===== config.mk =====
export PLATFORM = sky130hd
export DESIGN_NAME = video_fetch_wide
export DESIGN_NICKNAME = d
export VERILOG_FILES = /design/src/rtl/video_fetch_wide.sv
export SDC_FILE = /design/constraint.sdc
export NUM_CORES = 1
export LEC_CHECK = 0
export ABC_AREA = 1
export CORE_MARGIN = 4
export CORE_UTILIZATION = 48
export DETAILED_ROUTE_END_ITERATION = 8
export GPL_ROUTABILITY_DRIVEN = 0
export PLACE_DENSITY_LB_ADDON = 0.05
export SYNTH_ARGS = -nofsm -noshare
export SYNTH_HDL_FRONTEND = slang
export SYNTH_SLANG_ARGS = --single-unit

===== constraint.sdc =====
create_clock -name clk -period 1.9 [get_ports clk]
set_input_delay 0.285 -clock clk [delete_from_list [all_inputs] [get_ports clk]]
set_output_delay 0.285 -clock clk [all_outputs]
set_load 0.005 [all_outputs]

===== src/rtl/video_fetch_wide.sv =====
// video_fetch_wide: gathers WORDS 16-bit arbiter words per fetch cycle, byte-swaps them into pic_bits on fetch_sync.
// Latency: a stored word reaches pic_bits one clk after the first fetch_sync following its store.
// Backpressure: none; strobes arriving with the buffer full are dropped and flagged on fetch_ovf.
//
// Ports:
//   clk, rst_n (synchronous, active-low), cend / pre_cend (sync strobes), fetch_start / fetch_end (window pulses)
//   video_data / video_strobe (arbiter word in), video_go (request), fetch_sync (hand-over pulse),
//   pic_bits (16*WORDS picture bits), fetch_ovf (dropped strobe), fetch_unf (short hand-over)
// Optional feature macro: VIDEO_FETCH_UNDERFLOW_EN builds the word counter behind fetch_unf;
// when undefined fetch_unf is tied low.
module video_fetch_wide #(
    parameter int WORDS    = 4,
    parameter int SYNC_LEN = 16
) (
    input  logic                  clk,
    input  logic                  rst_n,
    input  logic                  cend,
    input  logic                  pre_cend,
    input  logic                  fetch_start,
    input  logic                  fetch_end,
    input  logic [15:0]           video_data,
    input  logic                  video_strobe,
    output logic                  video_go,
    output logic                  fetch_sync,
    output logic [16*WORDS-1:0]   pic_bits,
    output logic                  fetch_ovf,
    output logic                  fetch_unf
);
    localparam int PW = $clog2(WORDS);
    localparam int CW = $clog2(SYNC_LEN);

    logic                  go_q, go_d;
    logic [CW-1:0]         cnt_q, cnt_d;
    logic                  sync_q, sync_d;
    logic                  clr_q, clr_d;
    logic [PW-1:0]         ptr_q, ptr_d;
    logic                  full_q, full_d;
    logic [16*WORDS-1:0]   store_q, store_d;
    logic [16*WORDS-1:0]   pic_q, pic_d;
    logic                  ovf_q, ovf_d;

    always_comb begin
        // Start has priority over end when both pulse together.
        go_d = go_q;
        if (fetch_start) begin
            go_d = 1'b1;
        end else if (fetch_end) begin
            go_d = 1'b0;
        end

        // Counter advances on cend only; a start coinciding with cend re-phases the fetch cycle.
        cnt_d = cnt_q;
        if (cend) begin
            cnt_d = fetch_start ? '0 : cnt_q + CW'(1);
        end

        // pre_cend looks one clk ahead so both pulses line up with the cend clk.
        sync_d = pre_cend && (cnt_q == CW'(1));
        clr_d  = pre_cend && (cnt_q == '0);

        ptr_d   = ptr_q;
        full_d  = full_q;
        store_d = store_q;
        ovf_d   = 1'b0;
        if (clr_q) begin
            // Clear and a coincident store merge: the word lands at index 0.
            ptr_d  = '0;
            full_d = 1'b0;
            if (video_strobe) begin
                store_d[15:0] = video_data;
                ptr_d         = PW'(1);
            end
        end else if (video_strobe) begin
            if (full_q) begin
                ovf_d = 1'b1;
            end else begin
                store_d[16*ptr_q +: 16] = video_data;
                ptr_d  = ptr_q + PW'(1);
                full_d = (ptr_q == PW'(WORDS - 1));
            end
        end

        // Hand-over samples the store before this clk's strobe is written.
        pic_d = pic_q;
        if (sync_q) begin
            for (int i = 0; i < WORDS; i++) begin
                pic_d[16*i +: 16] = {store_q[16*i +: 8], store_q[16*i+8 +: 8]};
            end
        end
    end

    always_ff @(posedge clk) begin
        if (!rst_n) begin
            go_q    <= 1'b0;
            cnt_q   <= '0;
            sync_q  <= 1'b0;
            clr_q   <= 1'b0;
            ptr_q   <= '0;
            full_q  <= 1'b0;
            store_q <= '0;
            pic_q   <= '0;
            ovf_q   <= 1'b0;
        end else begin
            go_q    <= go_d;
            cnt_q   <= cnt_d;
            sync_q  <= sync_d;
            clr_q   <= clr_d;
            ptr_q   <= ptr_d;
            full_q  <= full_d;
            store_q <= store_d;
            pic_q   <= pic_d;
            ovf_q   <= ovf_d;
        end
    end

    assign video_go   = go_q;
    assign fetch_sync = sync_q;
    assign pic_bits   = pic_q;
    assign fetch_ovf  = ovf_q;

`ifdef VIDEO_FETCH_UNDERFLOW_EN
    localparam int NW = PW + 1;

    logic [NW-1:0] wcnt_q, wcnt_d;
    logic          unf_q, unf_d;

    always_comb begin
        // Counts words accepted since the last clear; saturates at WORDS because full blocks stores.
        wcnt_d = wcnt_q;
        if (clr_q) begin
            wcnt_d = video_strobe ? NW'(1) : '0;
        end else if (video_strobe && !full_q) begin
            wcnt_d = wcnt_q + NW'(1);
        end
        unf_d = sync_q && go_q && (wcnt_q < NW'(WORDS));
    end

    always_ff @(posedge clk) begin
        if (!rst_n) begin
            wcnt_q <= '0;
            unf_q  <= 1'b0;
        end else begin
            wcnt_q <= wcnt_d;
            unf_q  <= unf_d;
        end
    end

    assign fetch_unf = unf_q;
`else
    assign fetch_unf = 1'b0;
`endif

endmodule


---- Word level (Yosys, flattened, before mapping) ----
Cells that the tools add are included.
W data, S select, Z words.
storage, ports and cells
  input bits .............................. 23
  register bits after elaboration ......... 139
  output and inout port bits .............. 68
  word-level logic and storage cells ...... 46
operators by class
  shift-type cells ........................ 2
  add/subtract/negate cells ............... 3
  bitwise operators ....................... 4
  equal/unequal tests ..................... 3
  reductions and logical operators ........ 10
  multiplexer cells ....................... 14
operators with widths
  kind                        number
  $bwmux W64                  1
  $mux W16                    4
  $shift A16 B34 Y64 const A  1
  $shiftx A16 B34 Y64         1
  $neg A6 Y34                 1
  $mux W2                     3
  $mux W1                     5
  $add A4 B1 Y4 const B       1
  $eq A4 B1 Y1 const B        1
  $logic_not A4 Y1            1
  $mux W4                     1
  $not A1 Y1                  4
  $reduce_and A2 Y1           2
  $reduce_bool A2 Y1          2
  $reduce_and A3 Y1           1
  $reduce_or A3 Y1            1
  $add A2 B1 Y2 const B       1
  $eq A2 B2 Y1 const B        1
  $logic_and A1 B1 Y1         2
  $ne A2 B2 Y1 const B        1
  $reduce_or A2 Y1            1

---- Longest topological paths before layout ----
  word-level depth ........................ 6
  depth in mapped cells ................... 12
  depth with buffers taken out ............ 9

---- Worst setup path before layout ----
No wires, ideal clock.
  kind .................................... reg2reg
  from .................................... register ptr_q[0]
  to ...................................... register store_q[26]
  library setup time ...................... 0.128 ns
  cell stages (with the launch flop) ...... 10
  required time ........................... 1.772 ns
  slack ................................... -0.215 ns
  arrival ................................. 1.987 ns
  path buffers ............................ 3
  period minus slack after synthesis ...... 2.115 ns
  cell sequence ........................... dfxtp_1 buf_2 clkbuf_1 inv_1 ha_1 nand2_2 clkbuf_1 nor2_1 o21ai_0 nor2_1
on the way
  cells in the longest elaborated chain, start to end .. 3
  elaborated cells on any way between the ends .. 4
  those cells by class .................... add/sub (1); shift (2); mux (1)
ends and longest elaborated chain
  what                                                       RTL line  RTL
  start: declaration                                         36        logic [PW-1:0] ptr_q, ptr_d;
  start signal: assignment                                   108       ptr_q <= ptr_d;
  $neg A6 Y34 (*)                                            77        store_d[16*ptr_q +: 16] = video_data;
  $shiftx A16 B34 Y64 or $shift A16 B34 Y64 (tied branches)  77
  $bwmux W64 (*)                                             77
  end signal: assignment                                     110       store_q <= store_d;
  end: declaration                                           38        logic [16*WORDS-1:0] store_q, store_d;
Mark *: on every way between the ends. The rest lies on a longest branch, timed or not.
A chain may end at the register's enable or synchronous reset.

---- Worst setup path in the final report ----
Same ends and word-level chain as after synthesis.

==> impl_metrics.ini <==
[clock_tree]
root_buffer = clkbuf_16
cts_setup_buffers = 0
htreeDepth = 4
cts.sink_count = 139
cts_buffers = 17
ctsResizeCount = 0
clk_transition_reported_paths_ns = 0.05
cts_max_path_buffers = 2
clk_latency_ns = 0.41
cts_tree = done
cts_hold_buf = 0

[die]
pin_count = 91
rows = 39
dieArea_sq_um = 13400
die_w_um = 116
initial_core_util_pct = 48.9
die_h_um = 116
core_area_sq_um = 11400

[synthesis]
synth-seq-area-share_pct = 49.8
netlist_top_cells_area = dfxtp_1 50%, nand2_1 13%, nor2_1 7.3%
synth_xor_area_share_pct = 0
synth_compound_area_share_pct = 13.8
synthSimpleGateAreaFrac_pct = 26.1
synth_top_area_share_pct = 49.8
synth_top_family_by_area = simple AND/OR/NAND/NOR gates
syn-num-nets = 790
muxShareOfSynthArea_pct = 0
yosys_warnings = 0
syn_area_sq_um = 5590
synth_fa_ha_area_share_pct = 2.02
synth-seq-cells = 139
avgSynthCellArea_sq_um = 7.37
synthCells = 758
synth_cell_types = 25
yosysTopAreaCell = dfxtp_1

[final_layout]
diodes = 0
fill_cells = 1048
final_common_cell = nand2_1
drive_gt1_share_pct = 7.76
area_delta_synth_final_pct = 29.2
seqCellArea_sq_um = 2780
layoutNonFillerInstCount = 994
multi_input_area_sq_um = 2350
layout.nets = 871
final_cell_mix = 188 x nand2_1, 138 x dfxtp_1, 107 x nor2_1

[min_path]
hold_class = primary input to register

[routing]
drt_first_pass_iters = 4
antenna_left = 0
dr.first_iter.drc_count = 272
vias = 4933
drt-vias-per-instance = 4.96
drt_wl_total_mm = 13.9
wl_per_cell_um = 13.9
route.detailed.drc = 0

[setup_path]
crit_chain = buf_4 -> ha_1 -> nand4_2 -> buf_4 -> o21ai_0 -> nor2_1
path_class = register to register
cp_common_cell = buf_4
crit_family = buffers and inverters
crit_arrival_ns = 2.01
cpPeakStageDelay_ns = 0.36
cp-end-kind = register
crit_buf_inv = 2
crit_slowest_cell = dfxtp_1
startpoint_type = register
crit_required_ns = 2.20
path_max_fanout = 28

[grt]
grt_busiest_layer = met2
use_met3_pct = 5.33
grt_pass1_vias = 4599
grt_max_degree = 64
antenna_found_initial = 0
grtUsageTotal_pct = 21.5
grt_pass1_wl_mm = 22.4
globalRouteOverflowTotal = 0
use_met1_pct = 27.3
grt.met2_usage_pct = 34.2

[timing]
period_share_pct = 90.1
setup_viol = 0
finalHoldViolCount = 0
finalMaxSlewViolations = 0
finClkSkew_ns = 0.00770
grt_setup_unrepaired = no
fin_crit_ns = 1.71
maxSlewHeadroom_pct = 59.7
worstMarginPinSlew_ns = 0.601
finalSetupTns_ns = 0
max_freq_ghz = 0.584

[placed_design]
port-buffer-count = 89
dpl.hpwl_mm = 9.37
placed_cells = 963

[power_and_ir_drop]
p_leak_nw = 3.07
vdd_ir_drop_max_v = 0.000701
powerDensity_nw_per_um2 = 1010

[job]
cap_violations = 0

[status]
status = complete, no violations
==> stage by stage <==
step | area (sq um) | hold slack (ns) | util [%] | power (mW) | worst slack (ns)
global placement | 6600 | 0.448 | 57.8 | 3.92 | 0.183
floorplan | 5600 | 0.411 | - | 3.63 | 0.00999
detailed placement | 6600 | 0.448 | 57.8 | 3.94 | 0.111
finish | 7220 | 0.181 | 63.2 | 7.30 | 0.188
CTS | 7220 | 0.164 | 63.2 | 7.37 | 0.202
global route | 7220 | 0.200 | 63.2 | 7.60 | 0.0610
==> kinds of logic after synthesis <==
family | Yosys count
buf+inv | 107
simple gates | 348
compound gates | 154
flops | 139
fa+ha+maj | 9
other cells | 1
==> synth_stat cells <==
cell,count
nor3_1,1
or2_2,1
nand3b_1,15
o21ai_0,80
nor2_4,3
clkinv_1,2
nand3_1,22
buf_4,8
and3_1,1
inv_1,57
clkbuf_1,24
a21oi_1,74
inv_2,2
nand4_2,1
nor2_1,108
nand3_2,2
buf_6,1
dfxtp_1,139
ha_1,9
conb_1,1
nand2_2,4
nand2_1,188
nand2_4,1
buf_2,13
nor2_2,1
==> path summary, 6_finish.rpt <==
path | endpoint | slack (ns) | start | depth (start not counted)
worst min-delay path | ptr_q[0] | 0.18 | rst_n | 3
worst max-delay path | store_q[26] | 0.19 | ptr_q[0] | 6
worst min register to register | pic_bits[45] | 0.46 | store_q[37] | 2
worst max register to register | store_q[26] | 0.19 | ptr_q[0] | 6
==> layout make-up <==
| class | count | share of cell area, % |
|---|---|---|
| clock buffers | 25 | 7.14 |
| inverters | 61 | 3.17 |
| flip-flops and latches | 139 | 38.6 |
| clock inverters | 6 | 1.49 |
| well taps | 143 | 2.48 |
| multi-input cells | 512 | 32.6 |
| repair buffers | 108 | 14.6 |
==> registers in the layout, summed over array words and instances, names as in the netlist <==
signal / flops
fetch_sync: 1
video_go: 1
fetch_ovf: 1
store_q: 64
pic_bits: 64
clr_q: 1
ptr_q: 2
full_q: 1
cnt_q: 4
==> worst register-to-register path, delay by kind of cell, from the launching register on <==
family	cells	cell delay (ns)
AOI/OAI and AO/OA	1	0.21
adders and majority gates	1	0.31
buffers and inverters	2	0.52
DFF	1	0.36
and+or+nand+nor	2	0.20
==> where the power goes <==
part / switching, mW / internal (mW) / total [mW]
logic: 0.451 / 0.322 / 0.773
clock network: 1.16 / 2.26 / 3.42
registers: 0.0604 / 3.05 / 3.11
==> routing by layer <==
metal,up-vias,part of all wire (%)
li1,2560,-
met1,2221,44
met2,121,47
met3,31,5.3
met4,0,3.5
met5,-,0
Power figures use the tool's default switching activity.
